==> config.mk <==
export PLATFORM = sky130hd
export DESIGN_NAME = rice_core_id_stage
export DESIGN_NICKNAME = d
export VERILOG_FILES = /design/src/rtl/rice_core_pkg.sv /design/src/rtl/rice_core_decoder.sv /design/src/rtl/rice_core_register_file.sv /design/src/rtl/rice_core_id_stage.sv
export SDC_FILE = /design/constraint.sdc
export NUM_CORES = 2
export LEC_CHECK = 0
export CORE_ASPECT_RATIO = 1.5
export CORE_MARGIN = 10
export CORE_UTILIZATION = 40
export CTS_BUF_LIST = sky130_fd_sc_hd__clkbuf_16
export DETAILED_ROUTE_END_ITERATION = 16
export HOLD_SLACK_MARGIN = 0.08
export MAX_ROUTING_LAYER = met4
export PLACE_DENSITY_LB_ADDON = 0.3
export SYNTH_ARGS = -nofsm -noshare
export SYNTH_HDL_FRONTEND = slang
export SYNTH_HIERARCHICAL = 1
export SYNTH_SLANG_ARGS = --single-unit
==> constraint.sdc <==
create_clock -name i_clk -period 2.8 [get_ports i_clk]
set_input_delay 0.84 -clock i_clk [delete_from_list [all_inputs] [get_ports i_clk]]
set_output_delay 0.84 -clock i_clk [all_outputs]
set_load 0.01 [all_outputs]
==> src/rtl/rice_core_pkg.sv <==
// rtl/rice_core_pkg.sv - rice core shared types, opcodes and pipeline bundles
`define RICE_CORE_DEFINE_TYPES(W) \
    typedef struct packed { \
        logic          valid; \
        logic [W-1:0]  pc; \
        logic [31:0]   inst; \
    } rice_core_if_result; \
    typedef struct packed { \
        logic          valid; \
        logic [4:0]    rd; \
        logic [W-1:0]  rd_value; \
    } rice_core_ex_result; \
    typedef struct packed { \
        logic                      valid; \
        logic [W-1:0]              pc; \
        logic [4:0]                rd; \
        logic [4:0]                rs1; \
        logic [4:0]                rs2; \
        logic [W-1:0]              rs1_value; \
        logic [W-1:0]              rs2_value; \
        logic [W-1:0]              imm_value; \
        rice_core_alu_operation    alu_operation; \
        rice_core_jamp_operation   jamp_operation; \
        rice_core_branch_operation branch_operation; \
        rice_core_memory_access    memory_access; \
    } rice_core_id_result;

package rice_core_pkg;
    localparam int XLEN = 32;

    localparam logic [6:0] OPCODE_LUI    = 7'b0110111;
    localparam logic [6:0] OPCODE_AUIPC  = 7'b0010111;
    localparam logic [6:0] OPCODE_JAL    = 7'b1101111;
    localparam logic [6:0] OPCODE_JALR   = 7'b1100111;
    localparam logic [6:0] OPCODE_BRANCH = 7'b1100011;
    localparam logic [6:0] OPCODE_LOAD   = 7'b0000011;
    localparam logic [6:0] OPCODE_STORE  = 7'b0100011;
    localparam logic [6:0] OPCODE_OP_IMM = 7'b0010011;
    localparam logic [6:0] OPCODE_OP     = 7'b0110011;

    typedef enum logic [1:0] {ALU_SOURCE1_RS1, ALU_SOURCE1_PC, ALU_SOURCE1_ZERO} rice_core_alu_source1;
    typedef enum logic [1:0] {ALU_SOURCE2_RS2, ALU_SOURCE2_IMM, ALU_SOURCE2_FOUR} rice_core_alu_source2;
    typedef enum logic [3:0] {
        ALU_ADD, ALU_SUB, ALU_SLT, ALU_SLTU, ALU_XOR, ALU_OR, ALU_AND, ALU_SLL, ALU_SRL, ALU_SRA
    } rice_core_alu_command;
    typedef enum logic [1:0] {ACCESS_NONE, ACCESS_READ, ACCESS_WRITE} rice_core_memory_access_type;
    // Mode encodings equal the load/store funct3 so the decoder can cast directly.
    typedef enum logic [2:0] {
        MODE_B = 3'b000, MODE_H = 3'b001, MODE_W = 3'b010, MODE_BU = 3'b100, MODE_HU = 3'b101
    } rice_core_memory_access_mode;

    typedef struct packed {
        rice_core_alu_source1 source1;
        rice_core_alu_source2 source2;
        rice_core_alu_command command;
    } rice_core_alu_operation;

    typedef struct packed {
        logic jal;
        logic jalr;
    } rice_core_jamp_operation;

    typedef struct packed {
        logic eq_ge;
        logic ne_lt;
    } rice_core_branch_operation;

    typedef struct packed {
        rice_core_memory_access_type access_type;
        rice_core_memory_access_mode access_mode;
    } rice_core_memory_access;

    `RICE_CORE_DEFINE_TYPES(XLEN)
endpackage

==> src/rtl/rice_core_decoder.sv <==
// rtl/rice_core_decoder.sv - combinational RV32I decoder producing operand selects and a legal flag
module rice_core_decoder
    import rice_core_pkg::*;
(
    input  logic [31:0]               inst,
    output logic                      legal,
    output logic [4:0]                rd,
    output logic [4:0]                rs1,
    output logic [4:0]                rs2,
    output logic [XLEN-1:0]           imm_value,
    output rice_core_alu_operation    alu_operation,
    output rice_core_jamp_operation   jamp_operation,
    output rice_core_branch_operation branch_operation,
    output rice_core_memory_access    memory_access
);
    logic [6:0] opcode;
    logic [2:0] funct3;
    logic [6:0] funct7;
    logic [XLEN-1:0] imm_i, imm_s, imm_b, imm_u, imm_j;
    logic is_op;
    logic alu_legal;
    rice_core_alu_command alu_command;

    assign opcode = inst[6:0];
    assign funct3 = inst[14:12];
    assign funct7 = inst[31:25];
    assign is_op  = (opcode == OPCODE_OP);

    assign imm_i = {{20{inst[31]}}, inst[31:20]};
    assign imm_s = {{20{inst[31]}}, inst[31:25], inst[11:7]};
    assign imm_b = {{19{inst[31]}}, inst[31], inst[7], inst[30:25], inst[11:8], 1'b0};
    assign imm_u = {inst[31:12], 12'b0};
    assign imm_j = {{11{inst[31]}}, inst[31], inst[19:12], inst[20], inst[30:21], 1'b0};

    // Shared OP / OP-IMM command table; SUB only exists in the register form.
    always_comb begin
        alu_command = ALU_ADD;
        alu_legal   = !is_op || (funct7 == 7'h00);
        case (funct3)
            3'b000: begin
                if (is_op && funct7 == 7'h20) begin
                    alu_command = ALU_SUB;
                    alu_legal   = 1'b1;
                end
            end
            3'b001: begin
                alu_command = ALU_SLL;
                alu_legal   = (funct7 == 7'h00);
            end
            3'b010: alu_command = ALU_SLT;
            3'b011: alu_command = ALU_SLTU;
            3'b100: alu_command = ALU_XOR;
            3'b101: begin
                if (inst[30]) alu_command = ALU_SRA;
                else          alu_command = ALU_SRL;
                alu_legal = (funct7 == 7'h00) || (funct7 == 7'h20);
            end
            3'b110: alu_command = ALU_OR;
            default: alu_command = ALU_AND;
        endcase
    end

    always_comb begin
        legal            = 1'b0;
        rd               = '0;
        rs1              = '0;
        rs2              = '0;
        imm_value        = '0;
        alu_operation    = '0;
        jamp_operation   = '0;
        branch_operation = '0;
        memory_access    = '0;
        case (opcode)
            OPCODE_LUI, OPCODE_AUIPC: begin
                legal                 = 1'b1;
                rd                    = inst[11:7];
                imm_value             = imm_u;
                alu_operation.source1 = (opcode == OPCODE_LUI) ? ALU_SOURCE1_ZERO : ALU_SOURCE1_PC;
                alu_operation.source2 = ALU_SOURCE2_IMM;
            end
            OPCODE_JAL, OPCODE_JALR: begin
                legal                 = (opcode == OPCODE_JAL) || (funct3 == 3'b000);
                rd                    = inst[11:7];
                rs1                   = (opcode == OPCODE_JALR) ? inst[19:15] : 5'd0;
                imm_value             = (opcode == OPCODE_JAL) ? imm_j : imm_i;
                alu_operation.source1 = ALU_SOURCE1_PC;
                alu_operation.source2 = ALU_SOURCE2_FOUR;
                jamp_operation.jal    = (opcode == OPCODE_JAL);
                jamp_operation.jalr   = (opcode == OPCODE_JALR);
            end
            OPCODE_BRANCH: begin
                legal     = funct3[2] || !funct3[1];
                rs1       = inst[19:15];
                rs2       = inst[24:20];
                imm_value = imm_b;
                if (!funct3[2])     alu_operation.command = ALU_SUB;
                else if (funct3[1]) alu_operation.command = ALU_SLTU;
                else                alu_operation.command = ALU_SLT;
                // BNE/BLT/BLTU take when the compare is non-zero; the others when it is zero.
                branch_operation.ne_lt = funct3[0] ^ funct3[2];
                branch_operation.eq_ge = !(funct3[0] ^ funct3[2]);
            end
            OPCODE_LOAD, OPCODE_STORE: begin
                rs1                       = inst[19:15];
                alu_operation.source2     = ALU_SOURCE2_IMM;
                memory_access.access_mode = rice_core_memory_access_mode'(funct3);
                if (opcode == OPCODE_LOAD) begin
                    legal                     = (funct3[1:0] != 2'b11) && !(funct3[2] && funct3[1]);
                    rd                        = inst[11:7];
                    imm_value                 = imm_i;
                    memory_access.access_type = ACCESS_READ;
                end else begin
                    legal                     = !funct3[2] && (funct3[1:0] != 2'b11);
                    rs2                       = inst[24:20];
                    imm_value                 = imm_s;
                    memory_access.access_type = ACCESS_WRITE;
                end
            end
            OPCODE_OP_IMM, OPCODE_OP: begin
                legal                 = alu_legal;
                rd                    = inst[11:7];
                rs1                   = inst[19:15];
                rs2                   = is_op ? inst[24:20] : 5'd0;
                imm_value             = is_op ? '0 : imm_i;
                alu_operation.source2 = is_op ? ALU_SOURCE2_RS2 : ALU_SOURCE2_IMM;
                alu_operation.command = alu_command;
            end
            default: legal = 1'b0;
        endcase
    end
endmodule

==> src/rtl/rice_core_register_file.sv <==
// rtl/rice_core_register_file.sv - x1..x31 with two write-first read ports and one write port
module rice_core_register_file
    import rice_core_pkg::*;
(
    input  logic            i_clk,
    input  logic            i_rst_n,
    input  logic            clear,
    input  logic            write_enable,
    input  logic [4:0]      write_index,
    input  logic [XLEN-1:0] write_value,
    input  logic [4:0]      read_index_0,
    input  logic [4:0]      read_index_1,
    output logic [XLEN-1:0] read_value_0,
    output logic [XLEN-1:0] read_value_1
);
    logic [XLEN-1:0] registers [1:31];
    logic            write_live;

    assign write_live = write_enable && (write_index != 5'd0);

    always_ff @(posedge i_clk or negedge i_rst_n) begin
        if (!i_rst_n) begin
            for (int i = 1; i < 32; i++) registers[i] <= '0;
        end else if (clear) begin
            for (int i = 1; i < 32; i++) registers[i] <= '0;
        end else if (write_live) begin
            registers[write_index] <= write_value;
        end
    end

    assign read_value_0 = (read_index_0 == 5'd0) ? '0 :
                          (write_live && write_index == read_index_0) ? write_value : registers[read_index_0];
    assign read_value_1 = (read_index_1 == 5'd0) ? '0 :
                          (write_live && write_index == read_index_1) ? write_value : registers[read_index_1];
endmodule

==> src/rtl/rice_core_id_stage.sv <==
// rtl/rice_core_id_stage.sv - decode stage: register-file read and registered id_result toward execute
module rice_core_id_stage
    import rice_core_pkg::*;
#(
    parameter int XLEN = 32
) (
    input  logic               i_clk,
    input  logic               i_rst_n,
    input  logic               i_enable,
    input  rice_core_if_result if_result,
    input  logic               stall,
    input  logic               flush,
    input  rice_core_ex_result ex_result,
    output rice_core_id_result id_result
);
    logic                      legal;
    logic [4:0]                rd, rs1, rs2;
    logic [XLEN-1:0]           imm_value, rs1_value, rs2_value;
    rice_core_alu_operation    alu_operation;
    rice_core_jamp_operation   jamp_operation;
    rice_core_branch_operation branch_operation;
    rice_core_memory_access    memory_access;

    rice_core_decoder u_decoder (
        .inst             (if_result.inst),
        .legal            (legal),
        .rd               (rd),
        .rs1              (rs1),
        .rs2              (rs2),
        .imm_value        (imm_value),
        .alu_operation    (alu_operation),
        .jamp_operation   (jamp_operation),
        .branch_operation (branch_operation),
        .memory_access    (memory_access)
    );

    // Write-back is independent of flush: the retiring instruction is older than the flushed one.
    rice_core_register_file u_register_file (
        .i_clk        (i_clk),
        .i_rst_n      (i_rst_n),
        .clear        (!i_enable),
        .write_enable (ex_result.valid && !stall),
        .write_index  (ex_result.rd),
        .write_value  (ex_result.rd_value),
        .read_index_0 (rs1),
        .read_index_1 (rs2),
        .read_value_0 (rs1_value),
        .read_value_1 (rs2_value)
    );

    always_ff @(posedge i_clk or negedge i_rst_n) begin
        if (!i_rst_n) begin
            id_result <= '0;
        end else if (!i_enable) begin
            id_result <= '0;
        end else if (flush) begin
            id_result.valid <= 1'b0;
        end else if (!stall) begin
            id_result.valid            <= if_result.valid && legal;
            id_result.pc               <= if_result.pc;
            id_result.rd               <= rd;
            id_result.rs1              <= rs1;
            id_result.rs2              <= rs2;
            id_result.rs1_value        <= rs1_value;
            id_result.rs2_value        <= rs2_value;
            id_result.imm_value        <= imm_value;
            id_result.alu_operation    <= alu_operation;
            id_result.jamp_operation   <= jamp_operation;
            id_result.branch_operation <= branch_operation;
            id_result.memory_access    <= memory_access;
        end
    end
endmodule

==> run summary <==
met2 GRT Util: 46.1%
P_leak: 31.8 nW
Min Hold Slack: 0.535 ns
f_max: 0.317 GHz
CTS tree: done
GR Overflow Total: 0
largest cells by area after synthesis: dfrtp_1, mux4_2, nand2_1, a21oi_1, clkbuf_1
Vias/cell: 6.25
Peak VDD IR: 0.572 mV
total power density per cell area: 425 nW/µm²
crit path time final: 3.15 ns
GRT Util Overall: 29.2%
footprint of the multi-input gates: 33,300 µm²
FFs w/ async S/R, synth: 100%
critical path class: in -> reg
Final GP Congestion: 0.966
NumNets Final: 7,303
cell type with the largest total area after synthesis: dfrtp_1
Data arrival, critical path: 3.83 ns
cell area after synthesis: 64,300 µm²
synthesized flop and latch total: 1,153
Initial Util: 40.1%
status: finished with violations
Initial DRT Pass Iterations: 9
TritonCTS buffer count: 109
clock root cell: clkbuf_16
Ys Warns: 6
post-route ant nets: 0
Rows: 180
Syn Inst Count: 6,703
post-synth top area share: 44.9%
pin count of the biggest net entering global routing: 215
syn_nets: 6,811
Slew @ Worst Pin: 0.986 ns
maxcap violations: 0
worst-skew pair later-pin latency: 0.79 ns
per-instance average area after synthesis: 9.59 µm²
count of input and output buffers: 268
fill count: 14,200
layout cells sized above 1: 24.3%
endpoints failing hold: 0
final setup skew: 0.0378 ns
final-report setup violation count: 64
clk buf depth: 3
Critical Path RT: 3.48 ns
Die H: 511 µm
register area: 28,900 µm²
drt total wl: 264,000 µm
Ports: 269
Worst Hold Class: reg -> reg
number of enable flip-flop cells after synthesis: 0
CORE AREA: 160,000 µm²
Worst setup SP type: input port
GRT met3 Usage: 6.73%
part of the Yosys area used for sequential elements: 44.9%
Final Max Tran Viols: 0
grt peak-use layer: met2
area delta synth->final: 26.0%
initial antenna violation count: 11
max_slew headroom: 34.3%
first-pass GRT wire length: 384,000 µm
CTS Sinks: 1,153
H-tree depth: 3
Worst setup EP type: flop
wire per inst: 28.1 µm
post-route setup slack: -0.351 ns
Unique masters post-synth: 74
Most used DFF post-synth: dfrtp_1
grt met1 use: 33.4%
RSZ-0062 raised after global routing: true
vias in the first global route: 58,900
Vias: 58,700
die width: 347 µm
period utilization: 113%
die area: 177,000 µm²
post-DP HPWL: 170,000 µm
drt drc: 0
Starting DRT DRC Count: 7,007
CP max FO: 10
clk slew on worst S/H paths: 0.06 ns
failing checks: setup timing
Final Util: 50.6%
[power breakdown]
part           switching [mW]  total (mW)  internal, mW
clock                    6.91        14.8          7.91
sequential             0.0626        16.8          16.7
combinational            1.81        2.76         0.951
total                    8.78        34.4          25.6
[what timing repair did]
item | in CTS | in global routing
pin swaps | 68 | 73
buffers inserted | 74 | 55
gates cloned | 22 | 12
hold endpoints to repair | 3 | 0
resized for setup | 225 | 164
hold buffers | 1 | 0
endpoints found under the setup margin | 65 | 66
[through the flow]
step	instance area [µm²]	power, mW	instances	setup slack (ns)	TNS [ns]
final	81000	34.4	9387	-0.351	-14.10
after global routing	81000	35.3	9385	-0.406	-16.94
after CTS	79800	34.4	9320	-0.277	-10.66
after detailed placement	74300	19.7	9034	-1.52	-346.30
after global placement	74300	19.7	9034	-1.51	-317.29
after floorplan	64700	18.2	6703	-0.517	-28.76
[sequential cells by signal, summed over array words and instances, names as in the netlist]
register	cells
u_register_file/registers	992
id_result	161
[cells by family after synthesis]
logic type	synth area share, %
xor gates and xnor gates	0.164
buffers and inverters	5.09
muxes	18.9
DFF	44.9
AOI/OAI and AO/OA	14.4
adders and majority gates	0.0156
and+or+nand+nor	16.5
[area by class of cell]
| type | count | share of cell area (%) |
|---|---|---|
| Tap cell | 2093 | 3.23 |
| Inverter | 16 | 0.0912 |
| Antenna cell | 12 | 0.0371 |
| Sequential cell | 1153 | 35.6 |
| Timing Repair Buffer | 1115 | 15.7 |
| Clock inverter | 88 | 0.783 |
| Clock buffer | 110 | 3.40 |
| Multi-Input combinational cell | 4800 | 41.1 |
[path summary, 6_finish.rpt]
check | from | endpoint | slack [ns] | cells past startpoint
min in group asynchronous | i_rst_n | id_result[92] | 0.56 | 2
setup / recovery | if_result[2] | id_result[64] | -0.35 | 18
hold / removal | u_register_file/registers[3] | u_register_file/registers[3] | 0.54 | 2
max in group asynchronous | i_rst_n | id_result[68] | 1.18 | 4
setup reg to reg | u_register_file/registers[143] | id_result[64] | 0.62 | 7
hold reg to reg | u_register_file/registers[3] | u_register_file/registers[3] | 0.54 | 2
[synth_stat cells, types with 4 or more instances]
cell,n
a22o_1,35
nand3_1,29
buf_4,18
or3b_1,160
dfrtp_1,1153
xor2_1,9
a221oi_1,62
and2_1,28
a21o_1,11
a21oi_1,1159
nor2b_1,13
o211ai_1,48
clkbuf_1,549
clkbuf_2,21
inv_1,13
mux2i_1,85
nand2b_1,10
buf_2,98
nor3_1,73
nand2_1,2070
buf_1,18
o2bb2ai_1,30
nor2_1,82
mux2_2,81
mux4_1,10
o22a_1,30
mux4_2,449
buf_6,28
or2_2,6
o41ai_1,4
and3_1,8
o21ai_0,157
nand3b_1,4
o21ai_1,51
nand4_1,7
a22oi_1,44
[metal layers]
layer / routed length, µm / up-vias
met3: 26600 / 1196
li1: - / 24500
met5: 0 / -
met2: 124000 / 3840
met4: 20600 / 0
met1: 92100 / 29100
[cell usage in the layout, fill, tap and decap left out, drive strengths merged, types with 8 or more instances in the layout]
cell type      instances
a221oi                62
clkdlybuf4s50        257
or3b                 160
and2                  29
diode                 12
mux2i                 85
a21o                  11
dfrtp               1153
a21oi               1160
and3                   8
nor2b                 13
or2                    8
o211ai                48
nor3                  73
o22a                  30
xor2                   9
nand3                 29
nor2                  82
mux2                  81
clkinv                42
a22oi                 45
a22o                  35
buf                  839
o2bb2ai               30
inv                   50
mux4                 459
nand2               2070
o21ai                209
bufinv                 9
nand2b                10
clkbuf               121
[critical path: stages]
cell and delay [ns]:
buf_6 0.10, and4bb_2 0.33, nand2_2 0.09, a21oi_4 0.14
and2_4 0.31, buf_12 0.22, xor2_2 0.15, nor3_2 0.07
buf_4 0.16, a31oi_4 0.21, buf_6 0.13, buf_12 0.15
buf_12 0.13, a22oi_2 0.04, buf_4 0.17, nand2_2 0.05
or3b_1 0.37, a21oi_2 0.15
No activity file was read; power rests on OpenSTA's default activity.
